File: config.mk
export PLATFORM = sky130hd
export DESIGN_NAME = mult_unit
export DESIGN_NICKNAME = d
export VERILOG_FILES = /design/src/rtl/mult_pkg.sv /design/src/rtl/mult_shift_add.sv /design/src/rtl/mult_unit.sv
export SDC_FILE = /design/constraint.sdc
export NUM_CORES = 1
export LEC_CHECK = 0
export ABC_AREA = 1
export CAP_MARGIN = 25
export CORE_MARGIN = 4
export CORE_UTILIZATION = 58
export DETAILED_ROUTE_END_ITERATION = 10
export PLACE_DENSITY = 0.79
export SYNTH_ARGS = -nofsm -noshare
export SYNTH_HDL_FRONTEND = slang
export SYNTH_HIERARCHICAL = 1
export SYNTH_SLANG_ARGS = --single-unit
File: constraint.sdc
create_clock -name clk -period 9.6 [get_ports clk]
set_clock_uncertainty 0.2 [all_clocks]
set_input_delay 1.92 -clock clk [delete_from_list [all_inputs] [get_ports clk]]
set_output_delay 1.92 -clock clk [all_outputs]
set_load 0.01 [all_outputs]
File: src/rtl/mult_pkg.sv
// Shared definitions for the multi-cycle HI/LO multiplier: state encoding and default sizes.
package mult_pkg;

    localparam int DEF_WIDTH = 32;
    localparam int DEF_CNT_W = 5;

    typedef enum logic [1:0] {
        IDLE = 2'b00,
        BUSY = 2'b01,
        FIX  = 2'b10
    } state_t;

endpackage

File: src/rtl/mult_shift_add.sv
// One combinational shift-add step: optionally add the multiplicand into the upper
// half of the accumulator, then shift {carry, accumulator} right by one bit.
module mult_shift_add
    import mult_pkg::*;
#(
    parameter int WIDTH = DEF_WIDTH
) (
    input  logic [2*WIDTH-1:0] acc,
    input  logic [WIDTH-1:0]   mcand,
    input  logic               add_en,
    output logic [2*WIDTH-1:0] acc_next
);

    logic [WIDTH:0]   upper_sum;
    logic [2*WIDTH:0] widened;

    // Add into the upper half with one extra carry bit, then drop the LSB by shifting
    always_comb begin
        upper_sum = {1'b0, acc[2*WIDTH-1:WIDTH]};
        if (add_en) begin
            upper_sum = upper_sum + {1'b0, mcand};
        end
        widened  = {upper_sum, acc[WIDTH-1:0]};
        acc_next = (2*WIDTH)'(widened >> 1);
    end

endmodule

File: src/rtl/mult_unit.sv
// Multi-cycle 32x32 multiplier for mult/multu with HI/LO result registers and an
// mfhi/mflo read mux. Signed operands are reduced to magnitudes, multiplied by an
// LSB-first shift-add loop, and the sign is reapplied in a final fix-up cycle.
module mult_unit
    import mult_pkg::*;
#(
    parameter int WIDTH = DEF_WIDTH,
    parameter int CNT_W = DEF_CNT_W
) (
    input  logic             clk,
    input  logic             reset,
    input  logic             start,
    input  logic             signed_op,
    input  logic [WIDTH-1:0] Da,
    input  logic [WIDTH-1:0] Db,
    input  logic             mfhi,
    input  logic             mflo,
    output logic             busy,
    output logic             done,
    output logic [WIDTH-1:0] hi,
    output logic [WIDTH-1:0] lo,
    output logic [WIDTH-1:0] result
);

    localparam logic [CNT_W-1:0] LAST_STEP = CNT_W'(WIDTH - 1);

    state_t state;
    state_t state_next;

    logic [WIDTH-1:0]   mcand;
    logic [WIDTH-1:0]   mplier;
    logic [2*WIDTH-1:0] acc;
    logic [2*WIDTH-1:0] acc_next;
    logic [2*WIDTH-1:0] product;
    logic [CNT_W-1:0]   cnt;
    logic               neg;

    logic [WIDTH-1:0]   mag_a;
    logic [WIDTH-1:0]   mag_b;

    // 0x80000000 negates to itself, which is exactly its unsigned magnitude
    assign mag_a   = (signed_op && Da[WIDTH-1]) ? -Da : Da;
    assign mag_b   = (signed_op && Db[WIDTH-1]) ? -Db : Db;
    assign product = neg ? -acc : acc;

    assign busy   = (state != IDLE);
    assign result = mfhi ? hi : (mflo ? lo : '0);

    mult_shift_add #(
        .WIDTH(WIDTH)
    ) u_step (
        .acc      (acc),
        .mcand    (mcand),
        .add_en   (mplier[0]),
        .acc_next (acc_next)
    );

    // State register; reset aborts any multiply in flight
    always_ff @(posedge clk or posedge reset) begin
        if (reset) begin
            state <= IDLE;
        end else begin
            state <= state_next;
        end
    end

    // Next-state logic: start is only honoured in IDLE, FIX always returns to IDLE
    always_comb begin
        state_next = state;
        case (state)
            IDLE: begin
                if (start) begin
                    state_next = BUSY;
                end
            end
            BUSY: begin
                if (cnt == LAST_STEP) begin
                    state_next = FIX;
                end
            end
            FIX: begin
                state_next = IDLE;
            end
            default: begin
                state_next = IDLE;
            end
        endcase
    end

    // Datapath: latch operands, iterate the shift-add, then publish the signed product
    always_ff @(posedge clk or posedge reset) begin
        if (reset) begin
            mcand  <= '0;
            mplier <= '0;
            acc    <= '0;
            cnt    <= '0;
            neg    <= 1'b0;
            hi     <= '0;
            lo     <= '0;
            done   <= 1'b0;
        end else begin
            done <= 1'b0;
            case (state)
                IDLE: begin
                    if (start) begin
                        mcand  <= mag_a;
                        mplier <= mag_b;
                        neg    <= signed_op & (Da[WIDTH-1] ^ Db[WIDTH-1]);
                        acc    <= '0;
                        cnt    <= '0;
                    end
                end
                BUSY: begin
                    acc    <= acc_next;
                    mplier <= mplier >> 1;
                    cnt    <= cnt + CNT_W'(1);
                end
                FIX: begin
                    hi   <= product[2*WIDTH-1:WIDTH];
                    lo   <= product[WIDTH-1:0];
                    done <= 1'b1;
                end
                default: begin
                end
            endcase
        end
    end

endmodule

* Word-level counts from Yosys, hierarchy flattened
Index checks and enable logic that the tools add are counted.
** Cells by class
- Mux-type cells :: 16
- $add $sub $neg :: 5
- Equal/unequal tests :: 5
- Bitwise operators :: 2
- Reductions and logical operators :: 8
** Operators with widths (number)
- 2-to-1 mux 32 bit :: 5
- 2-to-1 mux 64 bit :: 2
- case mux 64 bit (2 select lines) :: 1
- negator 32 bit :: 2
- negator 64 bit :: 1
- case mux 32 bit (2 select lines) :: 1
- adder 32 x 32 -> 33 bit :: 1
- 2-to-1 mux 33 bit :: 1
- case mux 5 bit (2 select lines) :: 1
- AND reduction 2 bit :: 3
- adder 5 x 1 -> 5 bit (second input constant) :: 1
- equality test 5 bit (second input constant) :: 1
- 2-to-1 mux 5 bit :: 1
- 2-to-1 mux 2 bit :: 2
- != test 2 bit (second input constant) :: 2
- case mux 2 bit (2 select lines) :: 1
- nonzero test 2 bit :: 2
- equality test 2 x 1 -> 1 bit (second input constant) :: 1
- equality test 2 bit (second input constant) :: 1
- logical AND 1 bit :: 2
- logical NOT 2 bit :: 1
- AND 1 bit :: 1
- 2-to-1 mux 1 bit :: 1
- XOR 1 bit :: 1
** Word-level totals
- Output and inout bits :: 98
- Bits in registers :: 201
- Input bits :: 70

* Longest topological paths before layout
- Depth in word-level cells :: 4
- Gate-level depth with buffers :: 16
- Depth with buffers taken out :: 16

* By module
The synthesis kept the hierarchy.
** Modules (own cells, without submodules)
- mult_unit :: sequential area each 5029.8 µm², cells each 1690, times used 1, area each 11827.6 µm²
- mult_shift_add :: sequential area each 0.0 µm², cells each 616, times used 1, area each 3005.4 µm²

* Worst setup path before layout
OpenSTA, ideal clock, no wires.
- Path kind :: input port to output port
- Start point :: in mfhi
- End point :: out result[1]
- Path buffers :: 2
- Arrival time :: 2.871 ns
- Path slack :: 4.609 ns
- Stages on the path :: 4
- Cells stage by stage :: clkbuf_1 > clkinv_1 > clkbuf_1 > o22ai_1
** On the way
- Word-level cells in the longest chain between the ends :: 1
** Ends and longest elaborated chain
- start: declaration :: RTL line mult_unit.sv:16 : input logic mfhi,
- 2-to-1 mux 32 bit :: RTL line mult_unit.sv:47 : assign result = mfhi ? hi : (mflo ? lo : '0);
- end: declaration :: RTL line mult_unit.sv:22 : output logic [WIDTH-1:0] result
No other way between the ends.

* Worst setup path in the final report
Same ends and word-level chain as after synthesis.

==> results.sh <==
export IMPL_status="complete, no violations"
export IMPL_n_fill_cell=2245
export IMPL_p_leak_nw=8.726
export IMPL_grt_pass1_wl_um=74430
export IMPL_n_antenna_cell=0
export IMPL_end_kind="primary output"
export IMPL_required_ns=7.48
export IMPL_synthCells=2306
export IMPL_synth_largest_area_cell="dfrtp_1"
export IMPL_hold_viol_final=0
export IMPL_final_area_um2=17310
export IMPL_drt_initial_drc_count=1538
export IMPL_fmax_mhz=148.4
export IMPL_rsz0062_at_grt="false"
export IMPL_min_delay_path_class="reg -> reg"
export IMPL_synth_seq_area_share_pct=33.91
export IMPL_grt_use_total_pct=32.34
export IMPL_worstPathArrival_ns=4.62
export IMPL_htreeDepth=1
export IMPL_setup_tns_ns=0
export IMPL_cts_setup_buffers=0
export IMPL_nets=2509
export IMPL_initial_core_util_pct=58.90
export IMPL_via_count=15450
export IMPL_setup_violations=0
export IMPL_max_slew_margin_pct=33.62
export IMPL_maxCapViolCount=0
export IMPL_cts_buffers=22
export IMPL_fin_crit_ns=6.739
export IMPL_ff2ff_setup_slack_ns=6.22
export IMPL_cts_resized=0
export IMPL_start_kind="input port"
export IMPL_clk_pin_slew_ns=0.06
export IMPL_dpl_cell_area_um2=16460
export IMPL_synthFlopType="dfrtp_1"
export IMPL_synth_fa_ha_area_share_pct=3.256
export IMPL_synthesis_nets=2414
export IMPL_critPathKind="in -> out"
export IMPL_antenna_left=0
export IMPL_clock_sinks=201
export IMPL_synth_top_family_by_area="simple AND/OR/NAND/NOR gates"
export IMPL_antenna_found_initial=1
export IMPL_placed_cells=2705
export IMPL_p_total_mw=5.613
export IMPL_synthArstFlopShare_pct=100.0
export IMPL_tightest_slew_ns=0.9958
export IMPL_num_rows=58
export IMPL_cellPowerDensity_nw_per_um2=324.3
export IMPL_synth_compound_gate_area_share_pct=9.920
export IMPL_synthMostInstantiatedCell="nand2_1"
export IMPL_die_w_um=167.9
export IMPL_synth_xor_area_share_pct=3.661
export IMPL_drt_pre_antenna_iters=6
export IMPL_routed_wirelength_um=46700
export IMPL_ios=168
export IMPL_yosysWarnings=6
export IMPL_synth_simple_area_share_pct=39.23
export IMPL_dieArea_um2=28200
export IMPL_ys_top_cells_by_count="nand2_1, inv_1, nand3_1"
export IMPL_holdBufCountCts=0
export IMPL_synthMuxAreaShare_pct=0
export IMPL_portBuffers=167
export IMPL_core_area_um2=25180
export IMPL_ys_types=47
export IMPL_drc=0
export IMPL_synth_area_leaders="dfrtp_1, nand2_1, nand3_1, inv_1, nor2_1"
export IMPL_avgRoutedWirePerCell_um=17.00
export IMPL_hpwl_um=35950
export IMPL_overflow=0
export IMPL_period_share_pct=70.20
export IMPL_instances_no_fill=2746
export IMPL_cts_root_buf="clkbuf_16"
export IMPL_drive_gt1_share_pct=4.346
export IMPL_crit_fanout=35
export IMPL_syn_area_um2=14830
export IMPL_insertion_delay_ns=0.52
export IMPL_die_y_um=167.9
export IMPL_viasPerCell=5.626
export IMPL_area_growth_pct=16.70
export IMPL_clockBufferDepth=3
export IMPL_max_vdd_ir_drop_mv=0.2030
export IMPL_cts_tree="yes"
export IMPL_finish_utilization_pct=68.74
export IMPL_place_gp_congestion=1.090
export IMPL_synth_edff_count=0
export IMPL_netlist_area_leader_share_pct=33.91
export IMPL_grt_pass1_vias=14200
export IMPL_ys_seq_elements=201
export IMPL_grt_max_degree=123
export IMPL_slew_viol_final=0
export IMPL_avgSynthCellArea_um2=6.432
kinds of logic after synthesis:
| logic type | after synthesis |
|---|---|
| buf+inv | 353 |
| fa+ha+maj | 38 |
| compound gates | 259 |
| xor+xnor | 62 |
| flops | 201 |
| simple gates | 1393 |
layer usage:
layer	share of wire [%]	routed length, µm	vias to the layer above	track usage (%)
li1	-	-	7508	-
met1	43	19860	7078	45.21
met2	45	21150	768	52.38
met5	0.026	12	-	0
met3	8.8	4117	94	4.555
met4	3.3	1557	2	10.41
state kept, by name, indices dropped and copies added (netlist names):
signal  flops
hi         32
neg         1
done        1
acc        64
mplier     32
lo         32
mcand      32
state       2
cnt         5
power breakdown:
group,internal [mW],switching [mW]
registers,1.15,0.392
clock network,0.583,0.351
logic,1.11,2.03
area by class of cell:
cell class                      count  area [µm²]  share of cell area, %
Sequential cell                   201        5031                  29.06
Timing Repair Buffer              177        1790                  10.34
Multi-Input combinational cell   1752        8327                  48.10
Clock buffer                       30       650.6                  3.759
Inverter                          247       934.6                  5.399
Tap cell                          330       412.9                  2.385
Clock inverter                      9       163.9                 0.9469
critical path, cell delays in order:
cell and delay (ns):
clkdlybuf4s50_1 0.46, buf_4 0.30, clkinv_1 0.82, nand2_1 0.45, o22ai_1 0.14, clkdlybuf4s50_1 0.52
cells in the final DEF (no fill, tap or decap), drive strengths merged, types with 3 or more instances in the layout:
cell type      Yosys  layout
nand2            868     868
inv              244     244
nand3            236     236
nor2             232     232
dfrtp            201     201
o21ai            168     168
clkdlybuf4s50      0     167
xor2              50      50
a21oi             41      41
ha                37      37
clkbuf            38      30
a22oi             25      25
nand4             23      23
nor3              16      16
xnor2             12      12
nand3b            10      10
buf               68      10
a22o               8       8
clkinv             3       8
o22ai              4       4
bufinv             0       4
and3               3       3
a31oi              3       3
o21bai             3       3
stage by stage:
stage          setup slack, ns  hold slack, ns
6_report                 2.861          0.2947
5_1_grt                  2.743          0.3177
3_5_place_dp             2.916          0.2725
2_1_floorplan            1.998          0.2498
4_1_cts                  2.895          0.2895
3_3_place_gp             2.940          0.2669
final timing paths:
kind	start	to	cells after the start
worst max-delay path	mfhi	result[1]	6
worst min register to register	mplier[31]	mplier[31]	2
min in group asynchronous	reset	done	2
max in group asynchronous	reset	neg	4
worst min-delay path	mplier[31]	mplier[31]	2
worst max register to register	state[1]	acc[30]	7
(Power assumes the default switching activity.)
